<file path="config.mk">
export PLATFORM = sky130hd
export DESIGN_NAME = spi_flash_sequencer
export DESIGN_NICKNAME = d
export VERILOG_FILES = /design/src/rtl/spi_pkg.sv /design/src/rtl/spi_flash_sequencer.sv
export SDC_FILE = /design/constraint.sdc
export NUM_CORES = 1
export LEC_CHECK = 0
export ABC_CLOCK_PERIOD_IN_PS = 6000
export CORE_UTILIZATION = 49
export CTS_CLUSTER_DIAMETER = 50
export CTS_CLUSTER_SIZE = 20
export DETAILED_ROUTE_END_ITERATION = 12
export PLACE_DENSITY = 0.86
export SLEW_MARGIN = 5
export SYNTH_ARGS = -nofsm -noshare
export SYNTH_HDL_FRONTEND = slang
export SYNTH_SLANG_ARGS = --single-unit
export TNS_END_PERCENT = 50
</file>
<file path="constraint.sdc">
create_clock -name clk -period 6 [get_ports clk]
set_input_delay 0.9 -clock clk [delete_from_list [all_inputs] [get_ports clk]]
set_output_delay 0.9 -clock clk [all_outputs]
set_load 0.01 [all_outputs]
</file>
<file path="src/rtl/spi_pkg.sv">
// rtl/spi_pkg.sv - shared opcodes, request encodings, FSM/phase enums and frame builder
package spi_pkg;

    localparam logic [7:0] CMD_READ = 8'h03;
    localparam logic [7:0] CMD_WREN = 8'h06;
    localparam logic [7:0] CMD_PP   = 8'h02;
    localparam logic [7:0] CMD_RDSR = 8'h05;

    localparam logic [1:0] OP_READ   = 2'b00;
    localparam logic [1:0] OP_WRITE  = 2'b01;
    localparam logic [1:0] OP_STATUS = 2'b10;
    localparam logic [1:0] OP_RSVD   = 2'b11;

    typedef enum logic [2:0] {
        S_IDLE, S_ISSUE, S_WAIT_LOW, S_WAIT_HIGH, S_GAP, S_RESP
    } state_t;

    typedef enum logic [1:0] {
        PH_READ, PH_WREN, PH_PP, PH_RDSR
    } phase_t;

    typedef struct packed {
        logic [7:0]  command;
        logic [23:0] address;
        logic [31:0] wdata;
    } frame_t;

    // Address only rides on READ/PP, data only on PP; everything else is zero.
    function automatic frame_t frame_of(input phase_t ph, input logic [23:0] addr,
                                        input logic [31:0] wdata);
        frame_t f;
        f = '0;
        case (ph)
            PH_READ: begin f.command = CMD_READ; f.address = addr; end
            PH_WREN: f.command = CMD_WREN;
            PH_PP:   begin f.command = CMD_PP; f.address = addr; f.wdata = wdata; end
            default: f.command = CMD_RDSR;
        endcase
        return f;
    endfunction

endpackage

</file>
<file path="src/rtl/spi_flash_sequencer.sv">
// rtl/spi_flash_sequencer.sv - splits flash requests into SPI frames and polls WIP after writes
module spi_flash_sequencer
    import spi_pkg::*;
#(
    parameter int POLL_MAX      = 1024,
    parameter int CS_GAP        = 2,
    parameter int START_TIMEOUT = 4
) (
    input  logic        clk,
    input  logic        rst,
    input  logic        req_valid,
    output logic        req_ready,
    input  logic [1:0]  req_op,
    input  logic [23:0] req_addr,
    input  logic [31:0] req_wdata,
    output logic        rsp_valid,
    input  logic        rsp_ready,
    output logic [31:0] rsp_rdata,
    output logic        rsp_err,
    output logic        spi_en,
    output logic [7:0]  spi_command,
    output logic [23:0] spi_address,
    output logic [31:0] spi_wdata,
    input  logic        spi_cs,
    input  logic [31:0] spi_rdata
);

    localparam int CNT_MAX = (CS_GAP > START_TIMEOUT) ? CS_GAP : START_TIMEOUT;
    localparam int CW      = $clog2(CNT_MAX + 1);
    localparam int PW      = $clog2(POLL_MAX + 1);
    localparam logic [CW-1:0] GAP_LAST  = CW'(CS_GAP - 1);
    localparam logic [CW-1:0] TO_LAST   = CW'(START_TIMEOUT - 1);
    localparam logic [PW-1:0] POLL_LAST = PW'(POLL_MAX - 1);

    state_t        r_state;
    phase_t        r_phase;
    logic [1:0]    r_op;
    logic [23:0]   r_addr;
    logic [31:0]   r_wdata;
    logic [CW-1:0] r_cnt;
    logic [PW-1:0] r_poll;
    logic          r_req_ready;
    logic          r_rsp_valid;
    logic          r_rsp_err;
    logic [31:0]   r_rsp_rdata;
    logic          r_spi_en;
    frame_t        r_frame;

    phase_t        w_first_phase;
    logic [31:0]   w_status;

    always_comb begin
        w_first_phase = PH_READ;
        case (req_op)
            OP_WRITE:  w_first_phase = PH_WREN;
            OP_STATUS: w_first_phase = PH_RDSR;
            default:   w_first_phase = PH_READ;
        endcase
    end

    // RDSR frames carry the status byte repeated, so the low byte is enough.
    assign w_status = {24'b0, spi_rdata[7:0]};

    always_ff @(posedge clk or posedge rst) begin
        if (rst) begin
            r_state     <= S_IDLE;
            r_phase     <= PH_READ;
            r_op        <= OP_READ;
            r_addr      <= '0;
            r_wdata     <= '0;
            r_cnt       <= '0;
            r_poll      <= '0;
            r_req_ready <= 1'b0;
            r_rsp_valid <= 1'b0;
            r_rsp_err   <= 1'b0;
            r_rsp_rdata <= '0;
            r_spi_en    <= 1'b0;
            r_frame     <= '0;
        end else begin
            r_spi_en <= 1'b0;
            case (r_state)
                S_IDLE: begin
                    r_req_ready <= 1'b1;
                    if (req_valid && r_req_ready) begin
                        r_req_ready <= 1'b0;
                        r_op        <= req_op;
                        r_addr      <= req_addr;
                        r_wdata     <= req_wdata;
                        if (req_op == OP_RSVD) begin
                            r_rsp_valid <= 1'b1;
                            r_rsp_err   <= 1'b1;
                            r_rsp_rdata <= '0;
                            r_state     <= S_RESP;
                        end else begin
                            r_phase  <= w_first_phase;
                            r_frame  <= frame_of(w_first_phase, req_addr, req_wdata);
                            r_spi_en <= 1'b1;
                            r_state  <= S_ISSUE;
                        end
                    end
                end
                S_ISSUE: begin
                    r_cnt   <= '0;
                    r_state <= S_WAIT_LOW;
                end
                S_WAIT_LOW: begin
                    if (!spi_cs) begin
                        r_state <= S_WAIT_HIGH;
                    end else if (r_cnt == TO_LAST) begin
                        r_rsp_valid <= 1'b1;
                        r_rsp_err   <= 1'b1;
                        r_rsp_rdata <= '0;
                        r_state     <= S_RESP;
                    end else begin
                        r_cnt <= r_cnt + CW'(1);
                    end
                end
                S_WAIT_HIGH: begin
                    if (spi_cs) begin
                        r_cnt <= '0;
                        case (r_phase)
                            PH_READ: begin
                                r_rsp_valid <= 1'b1;
                                r_rsp_rdata <= spi_rdata;
                                r_state     <= S_RESP;
                            end
                            PH_WREN: begin
                                r_phase <= PH_PP;
                                r_state <= S_GAP;
                            end
                            PH_PP: begin
                                r_phase <= PH_RDSR;
                                r_poll  <= '0;
                                r_state <= S_GAP;
                            end
                            default: begin
                                if (r_op == OP_STATUS || !spi_rdata[0]) begin
                                    r_rsp_valid <= 1'b1;
                                    r_rsp_rdata <= w_status;
                                    r_state     <= S_RESP;
                                end else if (r_poll == POLL_LAST) begin
                                    r_rsp_valid <= 1'b1;
                                    r_rsp_err   <= 1'b1;
                                    r_rsp_rdata <= w_status;
                                    r_state     <= S_RESP;
                                end else begin
                                    r_poll  <= r_poll + PW'(1);
                                    r_state <= S_GAP;
                                end
                            end
                        endcase
                    end
                end
                S_GAP: begin
                    if (r_cnt == GAP_LAST) begin
                        r_frame  <= frame_of(r_phase, r_addr, r_wdata);
                        r_spi_en <= 1'b1;
                        r_state  <= S_ISSUE;
                    end else begin
                        r_cnt <= r_cnt + CW'(1);
                    end
                end
                S_RESP: begin
                    if (rsp_ready) begin
                        r_rsp_valid <= 1'b0;
                        r_rsp_err   <= 1'b0;
                        r_req_ready <= 1'b1;
                        r_state     <= S_IDLE;
                    end
                end
                default: r_state <= S_IDLE;
            endcase
        end
    end

    assign req_ready   = r_req_ready;
    assign rsp_valid   = r_rsp_valid;
    assign rsp_err     = r_rsp_err;
    assign rsp_rdata   = r_rsp_rdata;
    assign spi_en      = r_spi_en;
    assign spi_command = r_frame.command;
    assign spi_address = r_frame.address;
    assign spi_wdata   = r_frame.wdata;

endmodule
</file>
; ---- After elaboration in Yosys (flattened, before gate mapping)
; Cells that the tools add are included.
[word_totals]
register_bits = 177
latch_bits = 0
ram_bits = 0
rom_bits = 0
in_bits = 95
out_inout_bits = 100
elab_cells = 145
n_memories = 0
[classes]
add_sub_neg = 2
multipliers = 0
n_div = 0
magnitude_cmp = 0
n_eq_ne = 35
shifts = 0
mux = 65
bitwise_logic = 1
reduce_logical = 27
[op_table]
columns = cell, count
row1 = two-way mux 32 bit, 9
row2 = two-way mux 64 bit, 3
row3 = case mux 64 bit (2 select lines), 1
row4 = case mux 32 bit (3 select lines), 1
row5 = case mux 32 bit (2 select lines), 1
row6 = two-way mux 24 bit, 2
row7 = two-way mux 3 bit, 11
row8 = "inequality test 2 bit, second input constant", 14
row9 = two-way mux 11 bit, 2
row10 = case mux 11 bit (2 select lines), 1
row11 = AND reduction 5 bit, 4
row12 = two-way mux 1 bit, 18
row13 = case mux 3 bit (3 select lines), 2
row14 = case mux 3 bit (6 select lines), 1
row15 = case mux 2 bit (2 select lines), 3
row16 = case mux 3 bit (4 select lines), 1
row17 = "adder 11 x 1 -> 11 bit, second input constant", 1
row18 = "== test 11 x 10 -> 1 bit, second input constant", 1
row19 = "== test 2 bit, second input constant", 5
row20 = AND reduction 10 bit, 1
row21 = "== test 3 x 2 -> 1 bit, second input constant", 3
row22 = AND reduction 9 bit, 1
row23 = case mux 1 bit (2 select lines), 4
row24 = case mux 1 bit (4 select lines), 2
row25 = 22 further kinds, 38

; ---- Logic depth before layout (Yosys ltp)
[logic_depth]
depth_word = 8
ltp_mapped = 10
ltp_nobuf = 7

; ---- Least setup slack after synthesis
; No wires, ideal clock.
[synth_path]
kind = input -> register
startpoint = input port req_op[0]
endpoint = register r_frame, in the netlist spi_wdata[10]
setup_ns = 0.132
t_arrival_ns = 2.163
required_time_ns = 5.868
slack_ns = 3.705
cell_stages = 9
path_buffers = 3
cell_sequence = inv_1 -> ha_1 -> nor2b_1 -> buf_2 -> and2_1 -> clkbuf_1 -> buf_2 -> a22oi_1 -> o21ai_1
[synth_via]
elab_chain_len = 7
elab_cells_between_ends = 11
cone_classes = eq/ne (5) / mux (5) / reduce/logical (1)
[synth_rtl]
columns = item, line_no
row1 = start: declaration, spi_flash_sequencer.sv:13  ; input logic [1:0] req_op,
row2 = == test 2 bit / == test 2 x 1 -> 1 bit (equally long branches), spi_flash_sequencer.sv:54  ; case (req_op)
row3 = case mux 2 bit (2 select lines), spi_flash_sequencer.sv:54
row4 = == test 2 bit, spi_pkg.sv:33  ; case (ph)
row5 = two-way mux 32 bit, spi_pkg.sv:33
row6 = two-way mux 64 bit, spi_flash_sequencer.sv:89  ; if (req_op == OP_RSVD) begin
row7 = two-way mux 64 bit, spi_flash_sequencer.sv:84  ; if (req_valid && r_req_ready) begin
row8 = case mux 64 bit (2 select lines), spi_flash_sequencer.sv:81  ; case (r_state)
row9 = end signal: assignment, spi_flash_sequencer.sv:96  ; r_frame <= frame_of(w_first_phase, req_addr, req_wdata);
row10 = end signal: assignment, spi_flash_sequencer.sv:156  ; r_frame <= frame_of(r_phase, r_addr, r_wdata);
row11 = end: declaration, spi_flash_sequencer.sv:47  ; frame_t r_frame;
; Parallel ways exist; a longest one is shown, timed or not. The select of a mux whose other input is x is not followed.
; A chain may end at the register's enable or synchronous reset.

; ---- Final worst setup path
[layout_path]
startpoint = register r_state[0]
endpoint = register r_wdata[28]
[layout_via]
elab_chain_len = 2
[layout_rtl]
columns = item, line_no
row1 = start: declaration, spi_flash_sequencer.sv:35  ; state_t r_state;
row2 = start signal: assignment, spi_flash_sequencer.sv:66  ; r_state <= S_IDLE;
row3 = start signal: assignment, spi_flash_sequencer.sv:93  ; r_state <= S_RESP;
row4 = start signal: assignment, spi_flash_sequencer.sv:98  ; r_state <= S_ISSUE;
row5 = zero test 3 bit, spi_flash_sequencer.sv:81
row6 = AND reduction 2 bit (no line), n/a
row7 = end signal: assignment, spi_flash_sequencer.sv:88  ; r_wdata <= req_wdata;
row8 = end: declaration, spi_flash_sequencer.sv:39  ; logic [31:0] r_wdata;
; No other way between the ends.

==> qor.txt <==
initial antenna violation count -> 0
starting density of the core -> 49.9%
worst slack, placed -> 2610 ps
max frequency -> 332 MHz
Unique masters post-synth -> 54
unrepaired setup endpoints after global routing -> no
Final Hold Fails -> 0
Worst-path clk slew -> 60 ps
Switching Share -> 31.9%
largest net degree at the start of global routing -> 116
largest area contributor in the netlist -> dfrtp_1
Pleak -> 4.31 nW
Yosys reg bits -> 172
total gr overflow -> 0
post-CTS sizing -> 0
FF-to-FF path depth -> 5
Synth area leaders -> dfrtp_1 57%, mux2_2 8.9%, a22oi_1 5.7%, nand2_1 4.4%, a22o_1 3.0%
P_sw -> 0.00158 W
FF-to-FF End -> r_wdata[28]
WL per Instance -> 17.0 um
Max Cap Viol -> 0
I/O pins -> 195
Rows -> 45
area delta synth->final -> 34.5%
Num CTS Buffers -> 17
final worst slack -> 2990 ps
Sink Count -> 172
most common cell after layout, fill and taps aside -> clkdlybuf4s50_1
synthesized cell area -> 7560 um2
Root Driver -> clkbuf_16
hold_buf cts -> 0
first-pass GRT wire length -> 28600 um
Hold Path Origin -> spi_wdata[31]
Multi-input gate area -> 2950 um2
core area -> 15100 um2
fill count -> 1071
Slew HR -> 27.0%
Synth Area per Inst -> 11.3 um2
first-pass iteration count of the detailed router -> 5
area share of the largest cell type after synthesis -> 56.9%
Post-synth ARST share -> 100%
register area share after synthesis -> 56.9%
CTS Buffer Depth -> 2
Hold Path Sink -> spi_wdata[31]
Critical Path RT -> 6300 ps
die area -> 15900 um2
Post-DP HPWL -> 11700 um
Storage cell area -> 4300 um2
worst r2r src -> r_state[0]
fin nets -> 943
Pins Over Slew Limit -> 0
GP Congestion -> 0.840
startpoint types -> flop
Synth Warn # -> 0
Post-synth EDFFs -> 0
layout cells sized above 1 -> 13.2%
Total Neg Setup Slack -> 0 ps
TritonCTS clock tree -> yes
worst hold path stage count -> 2
post-DR vias/cell -> 5.57
DR iter-0 viols -> 247
Max H-tree Level -> 4
Residual DRC -> 0
WS Path Type -> flop to flop
Setup Buffers After CTS -> 0
Die H -> 126 um
Power Dens Cells -> 487 nW/um2
crit end category -> flop
Die Width -> 126 um
Port Buffer Count -> 189
# setup viols final -> 0
critical path fanouts, max -> 31
vias in the first global route -> 5684
Routed Antenna Nets -> 0
worst reg-to-reg setup slack -> 2990 ps
Final Critical Period -> 3010 ps
status -> complete, no violations
VDD IR max -> 274 uV
commonest non-fill, non-tap cells in the layout -> 189 x clkdlybuf4s50_1, 172 x dfrtp_1, 89 x nand2_1
clock group share of total power -> 23.9%
Hold WC Path Type -> flop to flop
CP Data Arrival Time -> 3320 ps
ys flop type -> dfrtp_1
Skew-Pair Late Insertion Delay -> 420 ps
WHS -> 477 ps
fin crit share -> 50.2%
# diodes -> 0
Post-Route WL -> 17600 um
gr usage total -> 22.9%
Comb pwr share -> 36.3%
internal power -> 0.00337 W
Worst Skew -> 7.34 ps
vias -> 5775
worst slew pin tran -> 1100 ps
Post-Syn Instances -> 667
sequential power share -> 39.8%
-- state kept, by name, summed over array words and instances, names as in the netlist, 2 cells and up --
signal,flops
r_addr,24
r_op,2
rsp_rdata,32
r_phase,2
spi_address,24
spi_wdata,32
r_poll,11
r_cnt,3
r_wdata,32
r_state,3
spi_command,3
-- how the worst max path moves through the flow --
stage / start / endpoint / slack (ps) / depth (start not counted)
final: r_state[0] / r_wdata[28] / 2990 / 5
after global placement: req_valid / r_wdata[27] / 2670 / 5
after floorplan: rst / r_addr[0] / 440 / 1
after CTS: r_state[0] / r_wdata[24] / 2990 / 5
after global routing: r_state[0] / r_wdata[16] / 2830 / 5
after detailed placement: req_valid / r_wdata[24] / 2610 / 5
-- stage by stage --
step	cell area (um2)	std cells	power (W)	utilization [%]
global placement	9530	1005	0.00371	62.9
global route	10200	1036	0.00525	67.2
finish	10200	1036	0.00495	67.2
floorplan	7580	671	0.00297	-
CTS	10200	1036	0.00499	67.2
detailed placement	9530	1005	0.00379	62.9
-- cell type report --
| class | instances | area share [%] |
|---|---|---|
| flip-flops and latches | 172 | 42.3 |
| well taps | 188 | 2.31 |
| clock buffers | 22 | 4.76 |
| repair buffers | 198 | 19.3 |
| inverters | 21 | 0.824 |
| clock inverters | 9 | 1.55 |
| multi-input cells | 426 | 29.0 |
-- cells in the mapped netlist (all sizes together) (4+ instances only) --
| cell | count |
|---|---|
| dfrtp | 172 |
| nand2 | 89 |
| o21ai | 68 |
| mux2 | 60 |
| a22oi | 57 |
| buf | 28 |
| a22o | 26 |
| clkbuf | 24 |
| inv | 21 |
| nor2 | 19 |
| ha | 12 |
| mux2i | 12 |
| nor3 | 9 |
| a21oi | 8 |
| nor2b | 7 |
| nand3 | 5 |
| o31ai | 5 |
| and3 | 4 |
| xnor2 | 4 |
-- power groups by stage --
stage | clock (W) | combinational [W] | sequential, W
2_1_floorplan | 0 | 0.000952 | 0.00201
5_1_grt | 0.00126 | 0.00196 | 0.00203
6_report | 0.00118 | 0.00180 | 0.00197
4_1_cts | 0.00121 | 0.00182 | 0.00197
3_3_place_gp | 0 | 0.00175 | 0.00196
3_5_place_dp | 0 | 0.00181 | 0.00198
-- kinds of logic after synthesis --
logic type / after synthesis / synth area share, %
adders and majority gates: 12 / 1.98
DFF: 172 / 56.9
buffers and inverters: 73 / 4.68
muxes: 72 / 10.5
xor gates and xnor gates: 4 / 0.463
and+or+nand+nor: 147 / 8.67
AOI/OAI and AO/OA: 186 / 16.7
other: 1 / 0.0496
-- critical path, stage by stage (launching register included) --
cell,delay [ps]
dfrtp_1,610
nor2_2,360
nand3_1,260
nor2_4,710
buf_4,520
mux2_2,390
-- routing by layer --
layer	GRT usage, %	part of all wire [%]
met1	29.4	43
met2	37.6	49
met3	6.92	6.6
met4	6.80	1.1
met5	0	0
(Power assumes the default switching activity.)
